<file path="config.mk">
export PLATFORM = sky130hd
export DESIGN_NAME = byte_deserializer
export DESIGN_NICKNAME = d
export VERILOG_FILES = /design/src/rtl/byte_deserializer_pkg.sv /design/src/rtl/bit_counter.sv /design/src/rtl/byte_deserializer.sv
export SDC_FILE = /design/constraint.sdc
export NUM_CORES = 1
export LEC_CHECK = 0
export CAP_MARGIN = 20
export CORE_UTILIZATION = 35
export CTS_CLUSTER_SIZE = 40
export DETAILED_ROUTE_END_ITERATION = 12
export GPL_ROUTABILITY_DRIVEN = 0
export PLACE_DENSITY = 0.64
export SLEW_MARGIN = 20
export SYNTH_ARGS = -nofsm -noshare
export SYNTH_HDL_FRONTEND = slang
export SYNTH_HIERARCHICAL = 1
export SYNTH_SLANG_ARGS = --single-unit
</file>
<file path="constraint.sdc">
create_clock -name clk -period 1.8 [get_ports clk]
set_input_delay 0.45 -clock clk [delete_from_list [all_inputs] [get_ports clk]]
set_output_delay 0.45 -clock clk [all_outputs]
set_load 0.03 [all_outputs]
</file>
<file path="src/rtl/byte_deserializer_pkg.sv">
// Shared constants for the byte deserializer and its bench: FSM encodings
// and the bit-counter width helper.
package byte_deserializer_pkg;

  typedef enum logic [1:0] {
    ST_IDLE = 2'd0,
    ST_DATA = 2'd1,
    ST_STOP = 2'd2
  } state_t;

  // A one-bit frame still needs a one-bit counter to hold a legal index.
  function automatic int cnt_width(input int data_width);
    return (data_width > 1) ? $clog2(data_width) : 1;
  endfunction

endpackage

</file>
<file path="src/rtl/bit_counter.sv">
// Up-counter with synchronous clear and a terminal-count flag; it stops at
// TC_VALUE only because the owner stops enabling it there.
module bit_counter #(
  parameter int WIDTH    = 3,
  parameter int TC_VALUE = 7
) (
  input  logic clk,
  input  logic reset,
  input  logic i_clear,
  input  logic i_en,
  output logic o_tc
);

  logic [WIDTH-1:0] r_count;

  always_ff @(posedge clk or posedge reset) begin
    if (reset) begin
      r_count <= '0;
    end else if (i_clear) begin
      r_count <= '0;
    end else if (i_en) begin
      r_count <= r_count + 1'b1;
    end
  end

  assign o_tc = (r_count == WIDTH'(TC_VALUE));

endmodule

</file>
<file path="src/rtl/byte_deserializer.sv">
// Strobe-paced UART-style deserializer: start 0, DATA_WIDTH data bits, stop 1.
// Good frames update d with a one-cycle load; bad stop bits pulse frame_err.
module byte_deserializer
  import byte_deserializer_pkg::*;
#(
  parameter int DATA_WIDTH = 8,
  parameter bit LSB_FIRST  = 1'b1
) (
  input  logic                  clk,
  input  logic                  reset,
  input  logic                  bit_en,
  input  logic                  rx,
  output logic [DATA_WIDTH-1:0] d,
  output logic                  load,
  output logic                  frame_err,
  output logic                  busy,
  output state_t                dbg_state
);

  localparam int CW = cnt_width(DATA_WIDTH);

  state_t                r_state;
  logic [DATA_WIDTH-1:0] r_shift;
  logic [DATA_WIDTH-1:0] r_d;
  logic                  r_load;
  logic                  r_err;
  logic                  r_busy;
  logic [DATA_WIDTH-1:0] w_shift_next;
  logic                  w_cnt_clear;
  logic                  w_cnt_en;
  logic                  w_tc;

  generate
    if (LSB_FIRST) begin : g_lsb
      assign w_shift_next = {rx, r_shift[DATA_WIDTH-1:1]};
    end else begin : g_msb
      assign w_shift_next = {r_shift[DATA_WIDTH-2:0], rx};
    end
  endgenerate

  // Counter is held at its terminal value on the last data strobe so it never wraps.
  assign w_cnt_clear = bit_en && (r_state == ST_IDLE) && !rx;
  assign w_cnt_en    = bit_en && (r_state == ST_DATA) && !w_tc;

  bit_counter #(
    .WIDTH    (CW),
    .TC_VALUE (DATA_WIDTH - 1)
  ) u_bit_counter (
    .clk     (clk),
    .reset   (reset),
    .i_clear (w_cnt_clear),
    .i_en    (w_cnt_en),
    .o_tc    (w_tc)
  );

  always_ff @(posedge clk or posedge reset) begin
    if (reset) begin
      r_state <= ST_IDLE;
      r_shift <= '0;
      r_d     <= '0;
      r_load  <= 1'b0;
      r_err   <= 1'b0;
      r_busy  <= 1'b0;
    end else begin
      r_load <= 1'b0;
      r_err  <= 1'b0;
      if (bit_en) begin
        case (r_state)
          ST_IDLE: begin
            if (!rx) begin
              r_state <= ST_DATA;
              r_busy  <= 1'b1;
            end
          end
          ST_DATA: begin
            r_shift <= w_shift_next;
            if (w_tc) r_state <= ST_STOP;
          end
          ST_STOP: begin
            if (rx) begin
              r_d    <= r_shift;
              r_load <= 1'b1;
            end else begin
              r_err  <= 1'b1;
            end
            r_state <= ST_IDLE;
            r_busy  <= 1'b0;
          end
          default: begin
            r_state <= ST_IDLE;
            r_busy  <= 1'b0;
          end
        endcase
      end
    end
  end

  assign d         = r_d;
  assign load      = r_load;
  assign frame_err = r_err;
  assign busy      = r_busy;
  assign dbg_state = r_state;

endmodule

</file>
==> flow_summary.toml <==
[worst_setup_path]
cp_data_arrival_time_ns = 1.10
crit_type = "flop to primary output"
critPathTopFamily = "buffers and inverters"
crit_chain = "dlygate4sd2_1"
crit_fanout = 2
worstSetupEndpointType = "primary output"
worst-path-buf-inv = 1
required_ns = 1.35
cpPeakStageDelay_ns = 0.42
crit_path_top_delay_cell = "dlygate4sd2_1"
cp-start-kind = "flop"

[synth]
synth_area_leader_cell = "dfrtp_1"
synth_nets = 72
seq_area_frac_synth_pct = 61.1
yosys_warnings = 6
synthCells = 66
synth.most_common_cell = "dfrtp_1"
synth_area_per_cell_sq_um = 14.9
synthTopCellsByCount = "24 x dfrtp_1, 16 x mux2_2, 5 x nor2_1, 4 x inv_1"
syn_area_sq_um = 982
synthArstFlopShare_pct = 100
synthFlopType = "dfrtp_1"
yosys-top-cells-area = "dfrtp_1 61%, mux2_2 18%, ha_1 2.5%"
synth.distinct_cells = 19
synth_edf_count = 0
synth_seq_cells = 24
synth.top_cell.area_share_pct = 61.1

[route]
avgRoutedWirePerCell_um = 13.1
via_count = 575
dr.first_iter.drc_count = 0
ant_nets = 0
via_per_inst = 4.71
drt-total-wl_mm = 1.60
drc_errors = 0
dr.pass1.iters = 1

[sta]
setup_viol = 0
skew_ns = 0.00229
drv_slew = 0
period_share_pct = 86.3
fmax_ghz = 0.644
hold_viol_final = 0
min_period_ns = 1.55
tightestPinTransition_ns = 0.319
slew_headroom_pct = 78.7
fin_ws_ns = 0.247
rsz0062_at_grt = "false"

[global_routing]
grt_max_degree = 22
grt_pass1_vias = 564
grt_pass1_wl_mm = 2.66
antenna_found_initial = 0
grt_usage_pct = 13.3
grt-ovfl-total = 0

[floorplanning]
die_area_sq_mm = 0.00302
die_h_um = 55.0
io_pins = 17
start_util_pct = 38.3
core_sq_mm = 0.00257
num_rows = 18
die_x_um = 55.0

[clock_network]
clk_path_buf_depth = 2
cts_inserted_buffers = 3
clk_latency_ns = 0.31
path_clk_slew_ns = 0.13
numClockSinks = 24
cts_htree_levels = 1
cts-root-buf = "clkbuf_4"
hold_buffers = 0
tritoncts = "yes"

[placed_design]
placed_cell_area_sq_mm = 0.00123
dp_hpwl_mm = 1.13
place_ws_ns = -0.0912
io_buffers = 16

[cells_and_area]
diodes = 0
finish.instance_area_sq_mm = 0.00126
drive_above_1_share_pct = 32.6
area_growth_pct = 28.4
nets = 99
nFillCells = 247
utilization_pct = 49.1

[power]
p_leak_nw = 0.696
peakVddDrop_uv = 872
power_mw = 1.99
power.density_mw_per_mm2 = 1580

[hold_path]
hold_class = "primary input to asynchronous set/reset pin"

[run_status]
status = "finished clean"

[run]
max-cap-violations = 0
report_power, final:
group	internal [mW]	switching (mW)	total, mW
Combinational	0.408	0.429	0.837
Sequential	0.756	0.119	0.874
Clock	0.124	0.159	0.282
Total	1.29	0.707	1.99
worst reg2reg max path, cell delays in order, from the launching register on:
cell and delay [ns]:
dfrtp_1 0.41, ha_1 0.20, ha_1 0.21, nor2_1 0.29, mux2i_1 0.23, nor2_1 0.06
cell type report:
class / count / area (sq um) / share of cell area, %
sequential: 24 / 601 / 47.6
inverter: 4 / 15.0 / 1.19
clock buffer: 4 / 36.3 / 2.88
tap: 30 / 37.5 / 2.98
timing repair buffer: 24 / 215 / 17.1
multi-input combinational: 36 / 357 / 28.3
metrics by stage:
stage	setup TNS, ns	cells	hold WS (ns)
final	0	122	0.313
after global routing	0	122	0.298
after CTS	0	122	0.306
after detailed placement	-0.181	118	0.494
after global placement	-0.0346	118	0.487
after floorplan	0	66	0.204
cell usage in the layout (no fill, tap or decap), drive strengths merged:
| master | synthesis | layout |
|---|---|---|
| nor3b | 1 | 1 |
| and2 | 1 | 1 |
| o21ai | 1 | 1 |
| buf | 1 | 8 |
| mux2i | 2 | 2 |
| dlymetal6s2s | 0 | 3 |
| nor4b | 1 | 1 |
| clkdlybuf4s50 | 0 | 3 |
| dlygate4sd2 | 0 | 10 |
| mux2 | 16 | 16 |
| ha | 2 | 2 |
| nor2b | 1 | 1 |
| clkbuf | 1 | 4 |
| dfrtp | 24 | 24 |
| xnor2 | 1 | 1 |
| nand4b | 2 | 2 |
| nand3b | 1 | 1 |
| nor2 | 5 | 5 |
| a2bb2oi | 1 | 1 |
| a211o | 1 | 1 |
| inv | 4 | 4 |
repair_timing:
action,4_1_cts,5_1_grt
endpoints found under the setup margin,10,3
hold endpoints to repair,0,0
buffers inserted,0,0
resized for setup,10,3
state kept, by name (all words and copies together) (netlist names):
name                   cells
d                          8
load                       1
r_shift                    8
u_bit_counter/r_count      3
busy                       1
frame_err                  1
dbg_state                  2
worst paths after layout:
kind                                          start                       end  slack [ns]  cells past startpoint
max                                            busy                      busy        0.25                      1
min                                           reset  u_bit_counter/r_count[1]        0.31                      2
max reg2reg                u_bit_counter/r_count[0]  u_bit_counter/r_count[1]        0.30                      5
min reg2reg                                    d[2]                      d[2]        0.51                      1
max in group asynchronous                     reset                r_shift[1]        1.10                      3
min in group clk                               d[2]                      d[2]        0.51                      1
cells by family after synthesis:
logic type,Yosys count,share of synthesized area [%]
flops,24,61.1
mux,18,20.4
simple gates,12,10.2
buf+inv,6,2.55
compound gates,3,2.29
fa+ha+maj,2,2.55
xor+xnor,1,0.892
layer usage:
layer / vias to the layer above / global-route usage [%] / routed length (um)
li1: 282 / - / -
met1: 278 / 16.6 / 759
met2: 11 / 20.3 / 738
met3: 4 / 3.28 / 65
met4: 0 / 8.75 / 36
met5: - / 0 / 0
No activity file was read; power rests on OpenSTA's default activity.
